===== config.mk =====
export PLATFORM = sky130hd
export DESIGN_NAME = vedacao_ctrl_param
export DESIGN_NICKNAME = d
export VERILOG_FILES = /design/src/rtl/vedacao_ctrl_param.sv
export SDC_FILE = /design/constraint.sdc
export NUM_CORES = 1
export LEC_CHECK = 0
export ABC_AREA = 1
export BUFFER_PORTS_ARGS = -buffer_cell sky130_fd_sc_hd__buf_2
export CAP_MARGIN = 20
export CORE_ASPECT_RATIO = 1.4
export CORE_MARGIN = 8
export CORE_UTILIZATION = 45
export CTS_BUF_LIST = sky130_fd_sc_hd__clkbuf_8
export CTS_CLUSTER_DIAMETER = 100
export DETAILED_ROUTE_END_ITERATION = 7
export GPL_ROUTABILITY_DRIVEN = 0
export HOLD_SLACK_MARGIN = 0.03
export PLACE_DENSITY = 0.67
export SLEW_MARGIN = 20
export SYNTH_ARGS = -nofsm -noshare
export SYNTH_HDL_FRONTEND = slang
export SYNTH_SLANG_ARGS = --single-unit

===== constraint.sdc =====
create_clock -name clk -period 1.45 [get_ports clk]
set_input_delay 0 -clock clk [delete_from_list [all_inputs] [get_ports clk]]
set_output_delay 0 -clock clk [all_outputs]
set_load 0.01 [all_outputs]

===== src/rtl/vedacao_ctrl_param.sv =====
// vedacao_ctrl_param: multi-cycle cork-press sealing controller with magazine tracking and a latched, coded alarm
//
// Ports:
//   clk          in   system clock, rising edge
//   reset        in   asynchronous active-high reset
//   garrafa      in   bottle present at station
//   pos          in   bottle positioned under press
//   rolha        in   cork feed sensor (1 = cork available)
//   refill       in   magazine reloaded, sampled every cycle
//   ack          in   operator alarm acknowledge (level)
//   ve           out  seal actuator enable
//   done         out  one-cycle pulse per completed seal
//   alarme       out  alarm active
//   alarm_code   out  00 none, 01 cork sensor, 10 magazine empty, 11 seal aborted
//   cork_cnt     out  corks remaining
//   low          out  cork_cnt <= LOW_THR
//   sealed_total out  completed seals, wraps
module vedacao_ctrl_param #(
    parameter int SEAL_CYCLES = 4,
    parameter int MAG_DEPTH   = 20,
    parameter int CNT_W       = 5,
    parameter int LOW_THR     = 2,
    parameter int TOT_W       = 16
) (
    input  logic             clk,
    input  logic             reset,
    input  logic             garrafa,
    input  logic             pos,
    input  logic             rolha,
    input  logic             refill,
    input  logic             ack,
    output logic             ve,
    output logic             done,
    output logic             alarme,
    output logic [1:0]       alarm_code,
    output logic [CNT_W-1:0] cork_cnt,
    output logic             low,
    output logic [TOT_W-1:0] sealed_total
);
    localparam int TW = (SEAL_CYCLES > 1) ? $clog2(SEAL_CYCLES) : 1;
    localparam logic [CNT_W-1:0] FULL = CNT_W'(MAG_DEPTH);

    typedef enum logic [1:0] {IDLE, SEAL, RELEASE, ALARM} state_t;

    state_t            state_q, state_d;
    logic [TW-1:0]     timer_q, timer_d;
    logic [1:0]        code_q, code_d;
    logic [CNT_W-1:0]  cnt_q, cnt_d;
    logic [TOT_W-1:0]  total_q, total_d;
    logic              done_q, done_d;

    always_ff @(posedge clk or posedge reset) begin
        if (reset) begin
            state_q <= IDLE;
            timer_q <= '0;
            code_q  <= 2'b00;
            cnt_q   <= FULL;
            total_q <= '0;
            done_q  <= 1'b0;
        end else begin
            state_q <= state_d;
            timer_q <= timer_d;
            code_q  <= code_d;
            cnt_q   <= cnt_d;
            total_q <= total_d;
            done_q  <= done_d;
        end
    end

    always_comb begin
        state_d = state_q;
        timer_d = timer_q;
        code_d  = code_q;
        cnt_d   = refill ? FULL : cnt_q;
        total_d = total_q;
        done_d  = 1'b0;
        case (state_q)
            IDLE: begin
                if (!rolha) begin
                    state_d = ALARM;
                    code_d  = 2'b01;
                end else if (cnt_q == '0) begin
                    state_d = ALARM;
                    code_d  = 2'b10;
                end else if (garrafa && pos) begin
                    state_d = SEAL;
                    timer_d = TW'(SEAL_CYCLES - 1);
                end
            end
            SEAL: begin
                // Losing the cork or the bottle aborts even on the last press cycle
                if (!rolha || !pos) begin
                    state_d = ALARM;
                    code_d  = 2'b11;
                end else if (timer_q == '0) begin
                    state_d = RELEASE;
                    done_d  = 1'b1;
                    cnt_d   = refill ? FULL : cnt_q - 1'b1;
                    total_d = total_q + 1'b1;
                end else begin
                    timer_d = timer_q - 1'b1;
                end
            end
            RELEASE: state_d = (!garrafa || !pos) ? IDLE : RELEASE;
            ALARM: begin
                if (ack && rolha && cnt_q != '0) begin
                    state_d = IDLE;
                    code_d  = 2'b00;
                end
            end
            default: state_d = IDLE;
        endcase
    end

    assign ve           = (state_q == SEAL);
    assign alarme       = (state_q == ALARM);
    assign done         = done_q;
    assign alarm_code   = code_q;
    assign cork_cnt     = cnt_q;
    assign low          = (cnt_q <= CNT_W'(LOW_THR));
    assign sealed_total = total_q;
endmodule


# Word-level counts from Yosys, hierarchy flattened
# Cells that the tools add are included.
[op_classes] addsub=3 order_cmp=1 n_eq_ne=13 n_mux=26 bitwise=1 n_reduce_logical=18
[op_table] cell="$mux 2" n=15
[op_table] cell="$mux 5" n=5
[op_table] cell="$add 16x1->16 const B" n=1
[op_table] cell="$ne 2x2->1 const B" n=5
[op_table] cell="$pmux 2 s4" n=1
[op_table] cell="$pmux 2 s3" n=1
[op_table] cell="$reduce_and 3->1" n=2
[op_table] cell="$reduce_and 6->1" n=1
[op_table] cell="$le 5x2->1 const B" n=1
[op_table] cell="$logic_not 5->1" n=1
[op_table] cell="$reduce_bool 5->1" n=1
[op_table] cell="$sub 5x1->5 const B" n=1
[op_table] cell="$eq 2x2->1 const B" n=2
[op_table] cell="$logic_not 2->1" n=2
[op_table] cell="$ne 2x1->1 const B" n=2
[op_table] cell="$ne 4x4->1 const B" n=1
[op_table] cell="$pmux 2 s2" n=1
[op_table] cell="$reduce_and 4->1" n=1
[op_table] cell="$logic_and 1x1->1" n=3
[op_table] cell="$logic_not 1->1" n=3
[op_table] cell="$mux 1" n=3
[op_table] cell="$ne 3x1->1 const B" n=1
[op_table] cell="$ne 3x3->1 const B" n=1
[op_table] cell="$reduce_bool 3->1" n=1
[op_table] cell="other kinds (5)" n=6
[totals] register_bits=28 inputBits=7 out_inout_bits=27 elab_cells=68

# Depth between registers and ports, before layout
[logic_depth] ltp_word=5 ltp_mapped=10 ltp_nobuf=10

# Least setup slack after synthesis
# Ideal clock, no wire load.
[synth_path] path_type="register -> register" startpoint="reg cnt_q[0] (netlist: cork_cnt[0])" endpoint="reg code_q[1] (netlist: alarm_code[1])" setup_time_ns=0.117 arrival_ns=1.274 required_time_ns=1.333 setup_slack_ns=0.059 path_stages_with_launch=10 path_buffers=0 period_less_slack_ns=1.391 path_cell_list="dfrtp_1 -> inv_1 -> ha_1 -> inv_1 -> nor2_1 -> nand2_1 -> nand3_1 -> nand3_1 -> nand2_1 -> nand2_1"
[synth_via] elab_chain_len=4 word_cells_on_any_way=6 cone_classes="eq/ne: 2; reduce/logical: 4"
[synth_lines] element="from (decl)" line="48" source="logic [CNT_W-1:0] cnt_q, cnt_d;"
[synth_lines] element="from (signal assigned)" line="64" source="cnt_q <= cnt_d;"
[synth_lines] element="$reduce_bool 5->1" line="106" source="if (ack && rolha && cnt_q != '0) begin"
[synth_lines] element="$logic_and 1x1->1" line="106"
[synth_lines] element="$ne 2x1->1 (no source line)"
[synth_lines] element="$reduce_and 4->1 (no source line) *"
[synth_lines] element="to (signal assigned)" line="63" source="code_q <= code_d;"
[synth_lines] element="to (decl)" line="47" source="logic [1:0] code_q, code_d;"
# Every way passes the cells marked *; elsewhere a longest branch is shown, timed or not.
# A chain may end at the register's enable or synchronous reset.

# Final worst setup path
[layout_path] startpoint="reg timer_q[0]" endpoint="reg total_q[0] (netlist: sealed_total[0])"
[layout_via] elab_chain_len=2
[layout_lines] element="from (decl)" line="46" source="logic [TW-1:0] timer_q, timer_d;"
[layout_lines] element="from (signal assigned)" line="62" source="timer_q <= timer_d;"
[layout_lines] element="$logic_not 2->1" line="95" source="end else if (timer_q == '0) begin"
[layout_lines] element="$reduce_and 3->1 (no source line)"
[layout_lines] element="to (signal assigned)" line="65" source="total_q <= total_d;"
[layout_lines] element="to (decl)" line="49" source="logic [TOT_W-1:0] total_q, total_d;"
# No other way between the ends.

==> qor.yml <==
status: "complete, no violations"
whs_path_depth: 5
finalCriticalPeriod_ns: 1.42
finalSetupViolCount: 0
dieHeight_um: 86.8
arrival_ns: 1.62
ios: 34
cts_tree: "yes"
start_util: 0.472
cts.sinks: 28
area_growth_pct: 29.6
grt_overflow: 0
path_max_fanout: 7
synth.distinct_cells: 25
h-tree-depth: 1
synth_cells: 205
max_freq_mhz: 706
ir_drop_uv: 888
antenna_cells: 0
dpl_cell_area_um2: 1880
rr_startpoint: "timer_q[0]$_DFFE_PP0P_"
dr.pass1.iters: 4
required_ns: 1.65
ys.flop_type: "dfrtp_1"
power.switching_w: 0.000987
finalWirelength_mm: 3.78
ys_seq_elements: 28
swShare: 0.385
p_int_w: 0.00158
syn-num-nets: 216
crit_path_start_kind: "flip-flop"
synth-seq-area-share: 0.437
avgRoutedWirePerCell_um: 12.7
mostFrequentLayoutCell: "nand2_1"
clock_latency_ns: 0.27
slew_viol_final: 0
antenna_left: 0
grt_pass1_wl_mm: 6.07
root_buffer: "clkbuf_8"
via_count: 1489
reg2reg_slack_ns: 0.03
cts_buffers: 3
layout.nets: 270
ff2ff_path_depth: 7
syn_area_per_cell_um2: 7.85
core-area_um2: 3410
grt_pass1_vias: 1429
p_leak_nw: 1.13
die-area_um2: 5770
path_clk_slew_ns: 0.09
pwr_density_cell_nw_per_um2: 1230
worst_pin_slew_ns: 0.362
hold_class: "in -> reg"
hold_viol: 0
vias_per_cell: 5.00
rsz0062_at_grt: "yes"
slew_headroom: 0.756
min_from: "garrafa"
power_frac_comb: 0.402
hpwl_mm: 2.77
final_util: 0.612
rows: 25
async_flop_share: 1.00
die_x_um: 66.5
n_fill_cell: 331
synth_area_um2: 1610
grt_antenna_before_repair: 0
grt_max_degree: 29
r2r-end: "sealed_total[0]$_DFFE_PP0P_"
finalInstanceArea_um2: 2090
maxCapViolCount: 0
drive_gt1_frac: 0.333
p_clk_frac: 0.190
grt_usage: 0.131
hold_slack_ns: 0.105
period_share: 0.978
yosysWarnings: 0
crit_path_start: "timer_q[0]$_DFFE_PP0P_"
drc_errors: 0
clock_skew_ns: 0.00680
end_kind: "flip-flop"
synth_edf_count: 0
layout_common_cells: "59 x nand2_1, 33 x buf_2, 25 x dfrtp_1"
io_buffer_count: 33
initialDrtViolationCount: 48
crit_type: "reg -> reg"
p_seq_frac: 0.408
cts_buffer_depth: 2
holdPathEnd: "state_q[1]$_DFFE_PP0P_"
-- logic make-up (layout without fill, tap and decap cells) --
family | Yosys count | in the layout | share of synthesized area
compound gates | 13 | 13 | 0.0467
xor+xnor | 9 | 9 | 0.0490
fa+ha+maj | 4 | 4 | 0.0311
buf+inv | 27 | 79 | 0.0731
flops | 28 | 28 | 0.437
simple gates | 124 | 125 | 0.363
-- synthesized netlist by cell type, drive strengths merged, types with 3 or more instances --
master	instances	area (um2)
xor2	4	35.0
xnor2	5	43.8
nor2	30	136
nand3b	4	30.0
o21ai	8	43.8
nand3	14	82.6
inv	26	97.6
nand4	8	50.1
nand2	66	273
dfrtp	26	651
a21oi	3	18.8
ha	4	50.1
-- registers in the layout (all words and copies together), names as in the netlist --
| name | cells |
|---|---|
| sealed_total | 16 |
| state_q | 2 |
| alarm_code | 2 |
| cork_cnt | 5 |
| timer_q | 2 |
| done | 1 |
-- through the flow --
stage / setup WS, ns / power (W) / std cells / TNS, ns
after global routing: -0.0273 / 0.00276 / 298 / -0.122
after CTS: 0.0174 / 0.00245 / 293 / 0
final: 0.0326 / 0.00256 / 298 / 0
after detailed placement: -0.0245 / 0.00196 / 287 / -0.0306
after global placement: 0.0331 / 0.00194 / 287 / 0
after floorplan: 0.0591 / 0.00165 / 205 / 0
-- critical path: stages, from the launching register on --
cell     delay, ns
dfrtp_1       0.40
inv_2         0.07
ha_4          0.15
nand3_4       0.12
nor2_8        0.22
buf_4         0.14
buf_4         0.11
xor2_1        0.14
-- power groups by stage --
stage	combinational (W)	clock, W	sequential [W]
finish	0.00103	0.000487	0.00105
global route	0.00116	0.000527	0.00107
CTS	0.000923	0.000496	0.00104
detailed placement	0.000908	0	0.00105
global placement	0.000893	0	0.00104
floorplan	0.000588	0	0.00107
-- timing repair --
| action | 4_1_cts | 5_1_grt |
|---|---|---|
| resized for setup | 3 | 25 |
| hold buffers | 2 | 0 |
| hold endpoints to repair | 29 | 0 |
| cloned | 0 | 1 |
| endpoints found under the setup margin | 3 | 23 |
| pin swaps | 0 | 9 |
| buffers inserted | 0 | 4 |
-- per-layer routing --
layer,global-route usage,vias to the layer above,wire [um],share of wire
met1,0.139,696,1540,0.41
met2,0.243,33,1980,0.53
li1,-,754,-,-
met4,0.0526,0,57,0.015
met5,0,-,0,0
met3,0.0206,6,190,0.050
-- layout make-up --
| class | count | area, um2 | share of cell area |
|---|---|---|---|
| tap | 40 | 50.0 | 0.0240 |
| inverter | 26 | 97.6 | 0.0468 |
| clock buffer | 4 | 55.1 | 0.0264 |
| timing repair buffer | 49 | 298 | 0.143 |
| multi-input combinational | 151 | 881 | 0.422 |
| sequential | 28 | 704 | 0.338 |
-- worst max-delay path by stage --
| stage | endpoint | slack [ns] | depth (start not counted) |
|---|---|---|---|
| 6_report | sealed_total[0]$_DFFE_PP0P_ | 0.03 | 7 |
| 5_1_grt | sealed_total[0]$_DFFE_PP0P_ | -0.03 | 7 |
| 4_1_cts | sealed_total[14]$_DFFE_PP0P_ | 0.02 | 8 |
| 3_5_place_dp | sealed_total[7]$_DFFE_PP0P_ | -0.02 | 9 |
| 3_3_place_gp | sealed_total[14]$_DFFE_PP0P_ | 0.03 | 8 |
| 2_1_floorplan | alarm_code[1]$_DFFE_PP0P_ | 0.06 | 9 |
No activity file was read; power rests on OpenSTA's default activity.
